$ cat src/rtl/disp_scan_if.sv
`default_nettype none
// ============================================================================
// Module   : disp_scan_if
// Purpose  : Digit data in / decoder drive out bundle for disp_scan_ctrl.
// Revision : 1.0 - initial release
// ============================================================================
interface disp_scan_if;
    logic        enable;
    logic [15:0] digits;
    logic [3:0]  dp_in;
    logic [1:0]  sel;
    logic        sel_en;
    logic [3:0]  nibble;
    logic        dp;
    logic        frame_done;

    modport master (
        output enable, digits, dp_in,
        input  sel, sel_en, nibble, dp, frame_done
    );

    modport slave (
        input  enable, digits, dp_in,
        output sel, sel_en, nibble, dp, frame_done
    );
endinterface
`default_nettype wire

$ cat src/rtl/disp_scan_ctrl.sv
`default_nettype none
// ============================================================================
// Module   : disp_scan_ctrl
// Purpose  : 4-digit time-multiplexed display scanner with inter-digit blanking.
//            Optional macro LEADING_ZERO_BLANK_EN suppresses leading zero digits.
// Revision : 1.0 - initial release
// ============================================================================
module disp_scan_ctrl #(
    parameter int DIV       = 1000,
    parameter int BLANK_CYC = 4,
    parameter int CNT_W     = 16
) (
    input  logic        clk,
    input  logic        rst_n,
    disp_scan_if.slave  bus
);

    typedef enum logic [1:0] {
        S_IDLE  = 2'd0,
        S_SHOW  = 2'd1,
        S_BLANK = 2'd2
    } state_t;

    localparam logic [CNT_W-1:0] c_div_last   = CNT_W'(DIV - 1);
    localparam logic [CNT_W-1:0] c_blank_last = CNT_W'(BLANK_CYC - 1);
    localparam bit               c_has_blank  = (BLANK_CYC != 0);

    state_t           r_state, w_state_nxt;
    logic [CNT_W-1:0] r_cnt, w_cnt_nxt;
    logic [1:0]       r_sel, w_sel_nxt;
    logic             r_sel_en, w_sel_en_nxt;
    logic [3:0]       r_nibble, w_nibble_nxt;
    logic             r_dp, w_dp_nxt;
    logic             r_frame_done, w_frame_done_nxt;

    logic             w_enter;
    logic [1:0]       w_enter_idx;
    logic [3:0]       w_lit;

    // A digit is lit unless it and every digit above it is blank (zero, no dp).
    always_comb begin
        w_lit = 4'hF;
`ifdef LEADING_ZERO_BLANK_EN
        for (int k = 1; k < 4; k++) begin
            w_lit[k] = ((bus.digits >> (4 * k)) != 16'd0) ||
                       ((bus.dp_in >> k) != 4'd0);
        end
`endif
    end

    always_comb begin
        w_state_nxt      = r_state;
        w_cnt_nxt        = r_cnt;
        w_sel_nxt        = r_sel;
        w_sel_en_nxt     = r_sel_en;
        w_nibble_nxt     = r_nibble;
        w_dp_nxt         = r_dp;
        w_frame_done_nxt = 1'b0;
        w_enter          = 1'b0;
        w_enter_idx      = r_sel + 2'd1;

        case (r_state)
            S_IDLE: begin
                if (bus.enable) begin
                    w_enter     = 1'b1;
                    w_enter_idx = 2'd0;
                end
            end
            S_SHOW: begin
                if (r_cnt == c_div_last) begin
                    w_cnt_nxt = '0;
                    if (c_has_blank) begin
                        w_state_nxt  = S_BLANK;
                        w_sel_en_nxt = 1'b0;
                    end else begin
                        w_enter = 1'b1;
                    end
                end else begin
                    w_cnt_nxt = r_cnt + 1'b1;
                end
            end
            S_BLANK: begin
                if (r_cnt == c_blank_last) begin
                    w_cnt_nxt = '0;
                    w_enter   = 1'b1;
                end else begin
                    w_cnt_nxt = r_cnt + 1'b1;
                end
            end
            default: begin
                w_state_nxt = S_IDLE;
            end
        endcase

        // Digit data is sampled only here, on SHOW entry.
        if (w_enter) begin
            w_state_nxt      = S_SHOW;
            w_cnt_nxt        = '0;
            w_sel_nxt        = w_enter_idx;
            w_nibble_nxt     = bus.digits[{w_enter_idx, 2'b00} +: 4];
            w_dp_nxt         = bus.dp_in[w_enter_idx];
            w_sel_en_nxt     = w_lit[w_enter_idx];
            w_frame_done_nxt = (r_state != S_IDLE) && (w_enter_idx == 2'd0);
        end

        // Dropping enable abandons the scan; nibble/dp keep their last value.
        if ((r_state != S_IDLE) && !bus.enable) begin
            w_state_nxt      = S_IDLE;
            w_cnt_nxt        = '0;
            w_sel_nxt        = 2'd0;
            w_sel_en_nxt     = 1'b0;
            w_nibble_nxt     = r_nibble;
            w_dp_nxt         = r_dp;
            w_frame_done_nxt = 1'b0;
        end
    end

    always_ff @(posedge clk or negedge rst_n) begin
        if (!rst_n) begin
            r_state      <= S_IDLE;
            r_cnt        <= '0;
            r_sel        <= 2'd0;
            r_sel_en     <= 1'b0;
            r_nibble     <= 4'd0;
            r_dp         <= 1'b0;
            r_frame_done <= 1'b0;
        end else begin
            r_state      <= w_state_nxt;
            r_cnt        <= w_cnt_nxt;
            r_sel        <= w_sel_nxt;
            r_sel_en     <= w_sel_en_nxt;
            r_nibble     <= w_nibble_nxt;
            r_dp         <= w_dp_nxt;
            r_frame_done <= w_frame_done_nxt;
        end
    end

    assign bus.sel        = r_sel;
    assign bus.sel_en     = r_sel_en;
    assign bus.nibble     = r_nibble;
    assign bus.dp         = r_dp;
    assign bus.frame_done = r_frame_done;

endmodule
`default_nettype wire

$ cat src/flat_wrapper.sv
// flat-port wrapper written by rule: the top's interface ports become plain ports
module disp_scan_ctrl_flat 
#(
    parameter int DIV       = 1000,
    parameter int BLANK_CYC = 4,
    parameter int CNT_W     = 16
)
  (clk, rst_n, bus_enable, bus_digits, bus_dp_in, bus_sel, bus_sel_en, bus_nibble, bus_dp, bus_frame_done);
  disp_scan_if bus_i ();
  input  logic clk;
  input  logic rst_n;
  input wire logic [$bits(bus_i.enable)-1:0] bus_enable;
  input wire logic [$bits(bus_i.digits)-1:0] bus_digits;
  input wire logic [$bits(bus_i.dp_in)-1:0] bus_dp_in;
  output wire logic [$bits(bus_i.sel)-1:0] bus_sel;
  output wire logic [$bits(bus_i.sel_en)-1:0] bus_sel_en;
  output wire logic [$bits(bus_i.nibble)-1:0] bus_nibble;
  output wire logic [$bits(bus_i.dp)-1:0] bus_dp;
  output wire logic [$bits(bus_i.frame_done)-1:0] bus_frame_done;
  assign bus_i.enable = bus_enable;
  assign bus_i.digits = bus_digits;
  assign bus_i.dp_in = bus_dp_in;
  assign bus_sel = bus_i.sel;
  assign bus_sel_en = bus_i.sel_en;
  assign bus_nibble = bus_i.nibble;
  assign bus_dp = bus_i.dp;
  assign bus_frame_done = bus_i.frame_done;
  disp_scan_ctrl #(.DIV(DIV), .BLANK_CYC(BLANK_CYC), .CNT_W(CNT_W)) u_core (.clk(clk), .rst_n(rst_n), .bus(bus_i));
endmodule
$ cat config.mk
export PLATFORM = sky130hd
export DESIGN_NAME = disp_scan_ctrl_flat
export DESIGN_NICKNAME = d
export VERILOG_FILES = /design/src/rtl/disp_scan_if.sv /design/src/rtl/disp_scan_ctrl.sv /design/src/flat_wrapper.sv
export SDC_FILE = /design/constraint.sdc
export NUM_CORES = 1
export LEC_CHECK = 0
export CORE_ASPECT_RATIO = 1.5
export CORE_MARGIN = 2
export CORE_UTILIZATION = 52
export DETAILED_ROUTE_END_ITERATION = 12
export GPL_ROUTABILITY_DRIVEN = 1
export PLACE_DENSITY = 0.82
export REMOVE_ABC_BUFFERS = 1
export SLEW_MARGIN = 20
export SYNTH_ARGS = -nofsm -noshare
export SYNTH_HDL_FRONTEND = slang
export SYNTH_SLANG_ARGS = --single-unit
$ cat constraint.sdc
create_clock -name clk -period 3.6 [get_ports clk]
set_clock_uncertainty 0.05 [all_clocks]
set_input_delay 0.72 -clock clk [delete_from_list [all_inputs] [get_ports clk]]
set_output_delay 0.72 -clock clk [all_outputs]
set_load 0.005 [all_outputs]
==> impl_metrics.json <==
{
  "ff_latch_area_um2": 676,
  "initialDrtViolationCount": 64,
  "tightest_slew_ps": 572,
  "cts_setup_buffers": 0,
  "synth_top_area_share_pct": 37.8,
  "setup_viol_count_final": 0,
  "grt-ovfl-total": 0,
  "holdCritPathClass": "reg -> reg",
  "initial_core_util_pct": 53.3,
  "pin_count": 32,
  "path_max_fanout": 10,
  "clock_sinks": 27,
  "crit_path_cell_trace": "inv_1, ha_1, or4bb_1, or4_1, maj3_4, a211oi_1, a21o_1",
  "rsz0062_at_grt": "false",
  "arrival_ps": 2870,
  "worstPathRequired_ps": 3760,
  "start_kind": "flop",
  "cts_resized": 0,
  "routabilityCongestion": 0.929,
  "routed_via_density": 5.97,
  "ys_ff_latch": 27,
  "hpwl_um": 3110,
  "core_mm2": 0.00335,
  "whs_ps": 431,
  "p_switching_uw": 413,
  "crit_type": "reg -> reg",
  "antenna_left": 0,
  "finalSetupTns_ps": 0,
  "max-cap-violations": 0,
  "power_density_mw_per_mm2": 491,
  "insertion_delay_ps": 270,
  "power.internal_uw": 639,
  "cp_slowest_cell": "or4_1",
  "grtUsageTotal_pct": 23.9,
  "status": "complete, no violations",
  "avgRoutedWirePerCell_um": 15.2,
  "path_clk_slew_ps": 90,
  "pre_cts_slack_ps": 761,
  "relSlewSlack_pct": 61.9,
  "grt_max_degree": 28,
  "cts_tree": "built",
  "finalCritPeriodShare_pct": 75.5,
  "leakage_nw": 0.825,
  "num_vias": 1641,
  "fillers": 307,
  "diodes": 0,
  "ys_seq_area_share_pct": 37.8,
  "netSwitchingFraction_pct": 39.3,
  "grt_pass1_wl_um": 7220,
  "ctsLongestPathBuffers": 2,
  "detailed_place.area_mm2": 0.00210,
  "synth_cell_types": 42,
  "multi_input_area_mm2": 0.00101,
  "yosys_warnings": 0,
  "synthToLayoutAreaGrowth_pct": 19.9,
  "drv_slew": 0,
  "stdcell_area_mm2": 0.00214,
  "numCtsBuffers": 3,
  "synth_area_leader_cell": "dfrtp_1",
  "first_global_vias": 1569,
  "cts_root_buf": "clkbuf_8",
  "fmax_mhz": 368,
  "drc": 0,
  "fp.dieW_um": 51.9,
  "die_area_mm2": 0.00393,
  "num_rows": 26,
  "final_hold_viol_count": 0,
  "synthTopCellsByArea": "dfrtp_1 (38%), a21oi_1 (4.5%), o21ai_0 (4.5%)",
  "hold_buffers": 0,
  "setup_ws_ps": 884,
  "cp-end-kind": "flop",
  "h-tree-depth": 1,
  "ir_drop_v": 0.000304,
  "firstDrtPassIters": 4,
  "synth.avg_cell_area_um2": 8.67,
  "syn_inst": 206,
  "die_y_um": 75.8,
  "clkPwrFrac_pct": 16.1,
  "fin_crit_ps": 2720,
  "power_mw": 1.05,
  "io_buffers": 31,
  "layout-drive-gt1-share_pct": 6.87,
  "syn_area_mm2": 0.00179,
  "pwr-share-seq_pct": 37.6,
  "pwr-share-comb_pct": 46.3,
  "worst_path_largest_cell_delay_ps": 600,
  "routed_wl_um": 4190,
  "final_nets": 262,
  "antenna_found_initial": 0
}
## state kept, by name, summed over array words and instances, names as in the netlist
register,count
u_core.r_cnt,16
u_core.bus.nibble,4
u_core.bus.sel,2
u_core.r_state,2
u_core.bus.dp,1
u_core.bus.frame_done,1
u_core.bus.sel_en,1
## cell usage in the layout, fill, tap and decap left out, types with 3 or more instances in the layout
cell type,netlist,routed
nor2_1,16,16
nand4_1,6,6
nand3b_1,3,3
nand2b_1,4,4
o22ai_1,4,4
inv_1,8,8
nor4_1,6,6
clkbuf_8,0,3
clkdlybuf4s50_1,0,31
a31oi_1,4,4
dfrtp_1,27,27
ha_1,5,5
xor2_1,3,3
a211oi_1,5,5
buf_4,2,3
o31ai_1,4,4
a21oi_1,16,16
a21o_1,4,4
nor3_1,5,5
or4_1,4,4
mux2_2,4,4
o21ai_0,16,16
nand2_1,19,19
nand3_1,7,7
## critical path: cells and delay by family (launching register included)
family	cells	cell delay [ps]
and+or+nand+nor	2	1100
adders and majority gates	2	630
DFF	1	440
AOI/OAI and AO/OA	2	320
buffers and inverters	1	100
## Yosys cell counts, drive strengths merged
cell and count:
nand2 19, o21bai 1, mux2i 2, clkbuf 3
a21o 4, nand4b 2, o31ai 4, or3 2
o21ai 16, nand2b 4, dfrtp 27, or4 8
a311oi 1, inv 8, a22oi 2, a31oi 4
buf 8, nor2 16, ha 5, a211oi 6
nand4 6, xnor2 2, nor3 5, or2 1
a21oi 16, nand3b 3, o22ai 4, or2b 1
and3 1, nand3 7, maj3 1, nor2b 1
a41oi 2, or4bb 1, xor2 3, mux2 4
nor4 6
## power groups by stage
stage / clock network (mW) / registers [mW] / logic, mW
floorplan: 0 / 0.396 / 0.302
global placement: 0 / 0.401 / 0.483
detailed placement: 0 / 0.402 / 0.492
CTS: 0.172 / 0.396 / 0.492
global route: 0.184 / 0.403 / 0.551
finish: 0.169 / 0.396 / 0.487
## cell type report
type / count / area share, %
repair buffers: 34 / 15.5
flip-flops and latches: 27 / 31.5
well taps: 42 / 2.45
clock buffers: 4 / 2.10
multi-input cells: 160 / 47.0
inverters: 8 / 1.40
## logic make-up after synthesis
family	Yosys count	synth area share (%)
AND/OR/NAND/NOR	83	25.3
AO/OA/AOI/OAI	60	20.7
flip-flops	27	37.8
buffers and inverters	19	5.88
multiplexers	6	3.64
adder cells (fa/ha/maj)	6	4.27
XOR/XNOR	5	2.45
## through the flow
| step | instances | util (%) |
|---|---|---|
| 3_3_place_gp | 271 | 62.6 |
| 2_1_floorplan | 195 | - |
| 4_1_cts | 275 | 63.9 |
| 5_1_grt | 275 | 63.9 |
| 6_report | 275 | 63.9 |
| 3_5_place_dp | 271 | 62.6 |
## metal layers
metal  track usage (%)  vias to the layer above  routed length [um]
met4              5.85                        0                  52
met2              44.0                       51                2150
met5                 0                        -                   0
met3              3.33                        6                 230
li1                  -                      817                   -
met1              29.1                      767                1760
## path summary, 6_finish.rpt
kind                                            from               endpoint  slack (ps)  depth (start not counted)
min in group asynchronous                      rst_n  u_core.bus.frame_done         770                          2
worst max register to register     u_core.r_state[0]   u_core.bus.nibble[0]         880                          7
max in group asynchronous                      rst_n       u_core.r_cnt[15]        2470                          2
worst max-delay path               u_core.r_state[0]   u_core.bus.nibble[0]         880                          7
worst min register to register  u_core.bus.nibble[2]   u_core.bus.nibble[2]         430                          1
worst min-delay path            u_core.bus.nibble[2]   u_core.bus.nibble[2]         430                          1
Note: power is estimated with default switching activity, not from simulation.
